$ cat src/rtl/bus_interconnect_if.sv
// Single-master, N-slave memory-mapped bus bundle: master request/response plus shared slave strobes.
// No storage or latency here; the interconnect module drives the response side.
// Backpressure: the master holds read/write until response, and slaves complete via slave_response.
interface bus_interconnect_if #(
    parameter int NUM_SLAVES = 4
);
    logic                       read;
    logic                       write;
    logic [31:0]                address;
    logic [31:0]                write_data;
    logic [31:0]                read_data;
    logic                       response;
    logic                       error;
    logic                       busy;
    logic [15:0]                error_count;
    logic [NUM_SLAVES-1:0]      slave_read;
    logic [NUM_SLAVES-1:0]      slave_write;
    logic [31:0]                slave_address;
    logic [31:0]                slave_write_data;
    logic [32*NUM_SLAVES-1:0]   slave_read_data;
    logic [NUM_SLAVES-1:0]      slave_response;

    // The environment view: the core drives requests and the peripherals drive completions.
    modport master (
        output read, write, address, write_data, slave_read_data, slave_response,
        input  read_data, response, error, busy, error_count,
        input  slave_read, slave_write, slave_address, slave_write_data
    );

    // The interconnect view.
    modport slave (
        input  read, write, address, write_data, slave_read_data, slave_response,
        output read_data, response, error, busy, error_count,
        output slave_read, slave_write, slave_address, slave_write_data
    );
endinterface

$ cat src/rtl/bus_interconnect.sv
// Registered-decode single-master interconnect with an error response for unmapped, illegal or timed-out accesses.
// Latency: response 2 cycles after the request for an immediate slave, 1 cycle for errors, TIMEOUT_CYCLES+1 cycles on timeout.
// Backpressure: one transaction in flight; master inputs are ignored until the response pulse.
module bus_interconnect #(
    parameter int          NUM_SLAVES     = 4,
    parameter int          SEL_LSB        = 28,
    parameter int          SEL_WIDTH      = 4,
    parameter int          TIMEOUT_CYCLES = 255,
    parameter logic [31:0] ERROR_DATA     = 32'hDEADBEEF
) (
    input  logic              clk,
    input  logic              reset,
    bus_interconnect_if.slave bus
);
    localparam int TW = (TIMEOUT_CYCLES > 1) ? $clog2(TIMEOUT_CYCLES) : 1;

    typedef enum logic [1:0] {IDLE, ACCESS, RESPOND} state_t;

    state_t                 state;
    logic [TW-1:0]          timer;
    logic [SEL_WIDTH-1:0]   idx_q;
    logic                   op_read;

    logic [SEL_WIDTH-1:0]   req_idx;
    logic                   req_mapped;
    logic [NUM_SLAVES-1:0]  req_onehot;
    logic                   sel_resp;
    logic [31:0]            sel_data;

    assign req_idx    = bus.address[SEL_LSB +: SEL_WIDTH];
    assign req_mapped = {1'b0, req_idx} < (SEL_WIDTH+1)'(NUM_SLAVES);

    // Request strobe is decoded from the live address; completion is muxed from the latched index.
    always_comb begin
        req_onehot = '0;
        sel_resp   = 1'b0;
        sel_data   = '0;
        for (int k = 0; k < NUM_SLAVES; k++) begin
            if (req_idx == SEL_WIDTH'(k))
                req_onehot[k] = 1'b1;
            if (idx_q == SEL_WIDTH'(k)) begin
                sel_resp = bus.slave_response[k];
                sel_data = bus.slave_read_data[32*k +: 32];
            end
        end
    end

    always_ff @(posedge clk) begin
        if (reset) begin
            state                <= IDLE;
            timer                <= '0;
            idx_q                <= '0;
            op_read              <= 1'b0;
            bus.read_data        <= '0;
            bus.response         <= 1'b0;
            bus.error            <= 1'b0;
            bus.busy             <= 1'b0;
            bus.error_count      <= '0;
            bus.slave_read       <= '0;
            bus.slave_write      <= '0;
            bus.slave_address    <= '0;
            bus.slave_write_data <= '0;
        end else begin
            case (state)
                IDLE: begin
                    bus.response <= 1'b0;
                    bus.error    <= 1'b0;
                    bus.busy     <= 1'b0;
                    if (bus.read ^ bus.write) begin
                        bus.slave_address    <= bus.address;
                        bus.slave_write_data <= bus.write_data;
                        op_read              <= bus.read;
                        idx_q                <= req_idx;
                        bus.busy             <= 1'b1;
                        if (req_mapped) begin
                            bus.slave_read  <= bus.read  ? req_onehot : '0;
                            bus.slave_write <= bus.write ? req_onehot : '0;
                            timer           <= '0;
                            state           <= ACCESS;
                        end else begin
                            bus.error     <= 1'b1;
                            bus.read_data <= ERROR_DATA;
                            state         <= RESPOND;
                        end
                    end else if (bus.read && bus.write) begin
                        bus.error     <= 1'b1;
                        bus.read_data <= ERROR_DATA;
                        bus.busy      <= 1'b1;
                        state         <= RESPOND;
                    end
                end
                ACCESS: begin
                    timer <= timer + 1'b1;
                    // A slave completing on the last allowed cycle still beats the timeout.
                    if (sel_resp) begin
                        bus.read_data   <= op_read ? sel_data : '0;
                        bus.slave_read  <= '0;
                        bus.slave_write <= '0;
                        bus.error       <= 1'b0;
                        state           <= RESPOND;
                    end else if (timer == TW'(TIMEOUT_CYCLES - 1)) begin
                        bus.slave_read  <= '0;
                        bus.slave_write <= '0;
                        bus.error       <= 1'b1;
                        bus.read_data   <= ERROR_DATA;
                        state           <= RESPOND;
                    end
                end
                RESPOND: begin
                    bus.response <= 1'b1;
                    bus.busy     <= 1'b1;
                    if (bus.error && (bus.error_count != 16'hFFFF))
                        bus.error_count <= bus.error_count + 16'd1;
                    state <= IDLE;
                end
                default: state <= IDLE;
            endcase
        end
    end
endmodule

$ cat src/flat_wrapper.sv
// flat-port wrapper written by rule: the top's interface ports become plain ports
module bus_interconnect_flat 
#(
    parameter int          NUM_SLAVES     = 4,
    parameter int          SEL_LSB        = 28,
    parameter int          SEL_WIDTH      = 4,
    parameter int          TIMEOUT_CYCLES = 255,
    parameter logic [31:0] ERROR_DATA     = 32'hDEADBEEF
)
  (clk, reset, bus_read, bus_write, bus_address, bus_write_data, bus_slave_read_data, bus_slave_response, bus_read_data, bus_response, bus_error, bus_busy, bus_error_count, bus_slave_read, bus_slave_write, bus_slave_address, bus_slave_write_data);
  bus_interconnect_if #(.NUM_SLAVES(NUM_SLAVES)) bus_i ();
  input  logic clk;
  input  logic reset;
  input wire logic [$bits(bus_i.read)-1:0] bus_read;
  input wire logic [$bits(bus_i.write)-1:0] bus_write;
  input wire logic [$bits(bus_i.address)-1:0] bus_address;
  input wire logic [$bits(bus_i.write_data)-1:0] bus_write_data;
  input wire logic [$bits(bus_i.slave_read_data)-1:0] bus_slave_read_data;
  input wire logic [$bits(bus_i.slave_response)-1:0] bus_slave_response;
  output wire logic [$bits(bus_i.read_data)-1:0] bus_read_data;
  output wire logic [$bits(bus_i.response)-1:0] bus_response;
  output wire logic [$bits(bus_i.error)-1:0] bus_error;
  output wire logic [$bits(bus_i.busy)-1:0] bus_busy;
  output wire logic [$bits(bus_i.error_count)-1:0] bus_error_count;
  output wire logic [$bits(bus_i.slave_read)-1:0] bus_slave_read;
  output wire logic [$bits(bus_i.slave_write)-1:0] bus_slave_write;
  output wire logic [$bits(bus_i.slave_address)-1:0] bus_slave_address;
  output wire logic [$bits(bus_i.slave_write_data)-1:0] bus_slave_write_data;
  assign bus_i.read = bus_read;
  assign bus_i.write = bus_write;
  assign bus_i.address = bus_address;
  assign bus_i.write_data = bus_write_data;
  assign bus_i.slave_read_data = bus_slave_read_data;
  assign bus_i.slave_response = bus_slave_response;
  assign bus_read_data = bus_i.read_data;
  assign bus_response = bus_i.response;
  assign bus_error = bus_i.error;
  assign bus_busy = bus_i.busy;
  assign bus_error_count = bus_i.error_count;
  assign bus_slave_read = bus_i.slave_read;
  assign bus_slave_write = bus_i.slave_write;
  assign bus_slave_address = bus_i.slave_address;
  assign bus_slave_write_data = bus_i.slave_write_data;
  bus_interconnect #(.NUM_SLAVES(NUM_SLAVES), .SEL_LSB(SEL_LSB), .SEL_WIDTH(SEL_WIDTH), .TIMEOUT_CYCLES(TIMEOUT_CYCLES), .ERROR_DATA(ERROR_DATA)) u_core (.clk(clk), .reset(reset), .bus(bus_i));
endmodule
$ cat config.mk
export PLATFORM = sky130hd
export DESIGN_NAME = bus_interconnect_flat
export DESIGN_NICKNAME = d
export VERILOG_FILES = /design/src/rtl/bus_interconnect_if.sv /design/src/rtl/bus_interconnect.sv /design/src/flat_wrapper.sv
export SDC_FILE = /design/constraint.sdc
export NUM_CORES = 1
export LEC_CHECK = 0
export CAP_MARGIN = 20
export CORE_UTILIZATION = 36
export DETAILED_ROUTE_END_ITERATION = 16
export GPL_TIMING_DRIVEN = 0
export MAX_ROUTING_LAYER = met4
export PLACE_DENSITY_LB_ADDON = 0.15
export REMOVE_ABC_BUFFERS = 1
export SYNTH_ARGS = -nofsm -noshare
export SYNTH_HDL_FRONTEND = slang
export SYNTH_SLANG_ARGS = --single-unit
$ cat constraint.sdc
create_clock -name clk -period 1.9 [get_ports clk]
set_input_delay 0.38 -clock clk [delete_from_list [all_inputs] [get_ports clk]]
set_output_delay 0.38 -clock clk [all_outputs]
set_load 0.02 [all_outputs]
; Word level (Yosys, flattened, before mapping)
; Cells that the tools add are included.
; Widths: inputs -> output; s select.
[op_classes]
mul = 0
muxes = 47
div = 0
bitwise_logic = 1
n_shift = 0
n_reduce_logical = 14
add_sub_neg = 2
magnitude_cmp = 1
n_eq_ne = 15
[ops]
columns = op, count
row1 = $mux 32, 10
row2 = $pmux 32 s2, 1
row3 = $mux 4, 8
row4 = $add 16x1->16 const B, 1
row5 = $eq 4x2->1 const B, 4
row6 = $mux 8, 2
row7 = $ne 16x16->1 const B, 1
row8 = $pmux 4 s2, 2
row9 = $pmux 8 s2, 1
row10 = $mux 1, 14
row11 = $mux 2, 5
row12 = $add 8x1->8 const B, 1
row13 = $eq 4x1->1 const B, 2
row14 = $eq 8x8->1 const B, 1
row15 = $logic_not 4->1, 2
row16 = $reduce_and 2->1, 4
row17 = $reduce_and 4->1, 2
row18 = $ne 3x1->1 const B, 2
row19 = $pmux 1 s2, 3
row20 = $lt 4x3->1 const B, 1
row21 = $ne 2x1->1 const B, 2
row22 = $pmux 2 s2, 1
row23 = $reduce_bool 2->1, 2
row24 = $ne 3x3->1 const B, 1
row25 = other kinds (6), 7
[word_totals]
mem_bits_ro = 0
n_memories = 0
word_cells = 93
latchBits = 0
regBits = 138
input_bits = 200
output_inout_bits = 123
ramBits = 0

; Logic depth before layout (Yosys ltp)
[depth]
ltp_word = 8
depth_mapped = 8
mapped_depth_nobuf = 6

; Least setup slack after synthesis
; No wires, ideal clock.
[synth_path]
path_type = register -> register
start = register u_core.idx_q[1]
end = register u_core.bus.read_data[1]
t_arrival_ns = 1.946
n_path_buf = 2
setup_time_ns = 0.086
stages_incl_launch_ff = 7
setup_slack_ns = -0.133
required_time_ns = 1.814
period_less_slack_ns = 2.033
path_cell_list = dfxtp_1 -> or3b_1 -> buf_2 -> o22a_4 -> a311o_1 -> buf_6 -> a221oi_2
[synth_via]
elab_chain_len = 8
elab_cells_between_ends = 17
classes_between = eq/ne (4) / mux (11) / reduce/logical (2)
[synth_lines]
columns = element, line
row1 = "start, declared", bus_interconnect.sv:21  ; logic [SEL_WIDTH-1:0] idx_q;
row2 = "start signal, assigned", bus_interconnect.sv:73  ; idx_q <= req_idx;
row3 = $logic_not 4->1, bus_interconnect.sv:41  ; if (idx_q == SEL_WIDTH'(k)) begin
row4 = $mux 32 (4 in series), bus_interconnect.sv:41
row5 = $mux 32, bus_interconnect.sv:96  ; bus.read_data <= op_read ? sel_data : '0;
row6 = $mux 32, bus_interconnect.sv:95  ; if (sel_resp) begin
row7 = $pmux 32 s2, bus_interconnect.sv:64  ; case (state)
row8 = "end signal, assigned", bus_interconnect.sv:96
row9 = "end, declared", bus_interconnect_if.sv:33  ; output read_data, response, error, busy, error_count,
; Parallel ways exist; a longest one is shown, timed or not.
; A chain may end at the register's enable or synchronous reset.

; Final worst setup path
[layout_path]
start = register u_core.idx_q[1]
end = register u_core.bus.read_data[30]
; The elaborated chain is that of the path after synthesis.

==> metrics.txt <==
Final Hold Fails 0; GRT overflow 0; Setup CP Type flip-flop to flip-flop; Reg2Reg Depth 4; Final HPWL DP 14,600 um; synthesized area 0.00634 sq mm; residual DRC count 0; CTS tree built; pwr dens 822 mW/mm^2; worst r2r src u_core.idx_q[1]; Final Slew Violations 0; H-tree levels 4; clock root buffer clkbuf_16; Post-Syn Instances 748; DIE WIDTH 135 um; Routability Congestion 0.794; post-layout util 62.8%; worst-path fanout max 8; number of global-route vias before repair 6,418; CTS Sinks 134; Yosys cell types 62; share of cells above drive strength 1 11.0%; Critical Path Start u_core.idx_q[1]; pin count of the biggest net entering global routing 63; worst min path class primary input to flip-flop; # rows 48; initial core utilization 36.8%; Max Freq 523 MHz; slew margin rel. 51.7%; commonest non-fill, non-tap cell in the layout clkdlybuf4s50_1; worst hold start bus_read; peak supply drop 0.836 mV; Primary FF master, synth dfxtp_1; total negative slack -0.0176 ns; Clk Latency, worst-skew pair 0.42 ns; Critical Path Sink Type flip-flop; Final WS setup -0.0122 ns; period utilization 101%; Setup violations, final 3; top layer in use met4; #FFs+latches synth 134; P_sw 2.54 mW; commonest non-fill, non-tap cells in the layout clkdlybuf4s50_1, nand2_1, dfxtp_1, a21oi_1, mux2i_1; post-DR wirelength/cell 17.2 um; Worst Path Required 2.22 ns; vias per cell 5.15; Post-synth ARST share 0%; number of max-cap violations 0; Final #Nets 1,265; Comb power frac 26.1%; initial DRC count 288; Sw Ratio 28.6%; EDFF count, synth 0; total CTS buffers 17; Slew @ Worst Pin 0.724 ns; Final min period 1.91 ns; I/O Buffers 322; r2r endpoint u_core.bus.read_data[30]; failing checks setup timing; FF-to-FF setup slack -0.01 ns; final instance area 0.0108 sq mm; total number of vias 6,685; Routed WL 22,300 um; area added between synthesis and finish 70.8%; register area share after synthesis 42.3%; Final ANT Viol Nets 0; initial antenna violation count 1; CTS clk-pin slew, worst paths 0.06 ns; PnR Total Power 8.90 mW; status finished, violations left; syn_area_per_cell 8.48 sq um; met2 WL post-DR 11,100 um; Met3 Wirelength 1460 um; wl on met1 9450 um; WHS Endpoint u_core.op_read; final hold slack 0.292 ns; First-pass DRT Iterations 6; hold-fix buffers at CTS 0; first-pass GRT wire length 34,000 um; GR Util All Layers 24.9%; P_leak 4.09 nW; die area 0.0181 sq mm; Yosys warnings 0; io pins 323; crit path DAT 2.23 ns; Hold Crit Depth 3; Max Clock Skew 0.0115 ns; die height 135 um; CORE AREA 0.0172 sq mm; clock network power share 38.4%; critical path startpoint category flip-flop; P_int 6.36 mW; Sequential Power Share 35.6%; largest buffer count on any clock path 2; Placed Area 0.00974 sq mm; RSZ-0062 raised after global routing yes
metal layers:
metal	up-vias	GRT usage, %
met1	3127	29.7
li1	3323	-
met2	215	41.1
met5	-	-
met4	0	7.68
met3	20	6.49
cells by family after synthesis:
kind of cell	share of synthesized area, %
simple gates	18.7
fa+ha+maj	0.987
buf+inv	5.25
mux	8.96
compound gates	23.4
xor+xnor	0.414
flops	42.3
Yosys cell counts, types with 8 or more instances:
library cell / number / area [sq um]
nor2b_1: 24 / 150
nor2_1: 22 / 82.6
a211oi_1: 33 / 248
a221oi_2: 9 / 135
o211ai_1: 9 / 67.6
o22a_1: 15 / 131
a21oi_1: 91 / 455
nand2_1: 152 / 571
inv_1: 23 / 86.3
mux2i_1: 41 / 410
dfxtp_1: 134 / 2680
a211o_1: 9 / 78.8
clkbuf_1: 46 / 173
mux2_1: 8 / 90.1
nand3_1: 14 / 70.1
o32ai_1: 8 / 70.1
area by class of cell:
type / count / area (sq um)
well taps: 225 / 282
repair buffers: 349 / 3610
clock buffers: 18 / 439
diodes: 1 / 2.50
clock inverters: 13 / 175
inverters: 24 / 90.1
fillers: 1510 / 6410
multi-input cells: 534 / 3530
flip-flops and latches: 134 / 2700
power groups by stage:
stage | Clock [mW] | Combinational (mW) | Sequential, mW
3_5_place_dp | 0 | 2.08 | 3.25
2_1_floorplan | 0 | 0.670 | 3.51
4_1_cts | 3.48 | 2.24 | 3.16
3_3_place_gp | 0 | 2.02 | 3.28
5_1_grt | 3.61 | 2.48 | 3.19
6_report | 3.41 | 2.32 | 3.16
sequential cells by signal, indices dropped and copies added (netlist names), 2 cells and up:
signal,count
u_core.timer,8
u_core.idx_q,3
u_core.bus.slave_address,29
u_core.bus.slave_write,4
u_core.state,2
u_core.bus.read_data,32
u_core.bus.slave_read,4
u_core.bus.error_count,16
u_core.bus.slave_write_data,32
repair_timing:
item                                    4_1_cts  5_1_grt
endpoints found under the setup margin      129       89
buffers inserted                             11        6
pin swaps                                    15        7
resized for setup                            28       33
cloned                                        5        2
worst max-delay path by stage:
stage,to,slack [ns]
2_1_floorplan,u_core.bus.read_data[14],-2.16
3_3_place_gp,u_core.bus.read_data[20],-4.69
3_5_place_dp,u_core.bus.read_data[1],-1.04
4_1_cts,u_core.bus.read_data[30],0.005
5_1_grt,u_core.bus.error_count[12],-0.11
6_report,u_core.bus.read_data[30],-0.01
stage by stage:
stage	worst slack (ns)	std cells
final	-0.0122	1298
after global placement	-4.69	1236
after detailed placement	-1.04	1242
after floorplan	-2.16	689
after CTS	0.00497	1289
after global routing	-0.109	1298
worst max-delay path, cell delays in order, from the launching register on:
cell and delay (ns):
dfxtp_4 0.35, or3_4 0.40, o22a_4 0.31, a311o_2 0.50, a221oi_2 0.26
No activity file was read; power rests on OpenSTA's default activity.
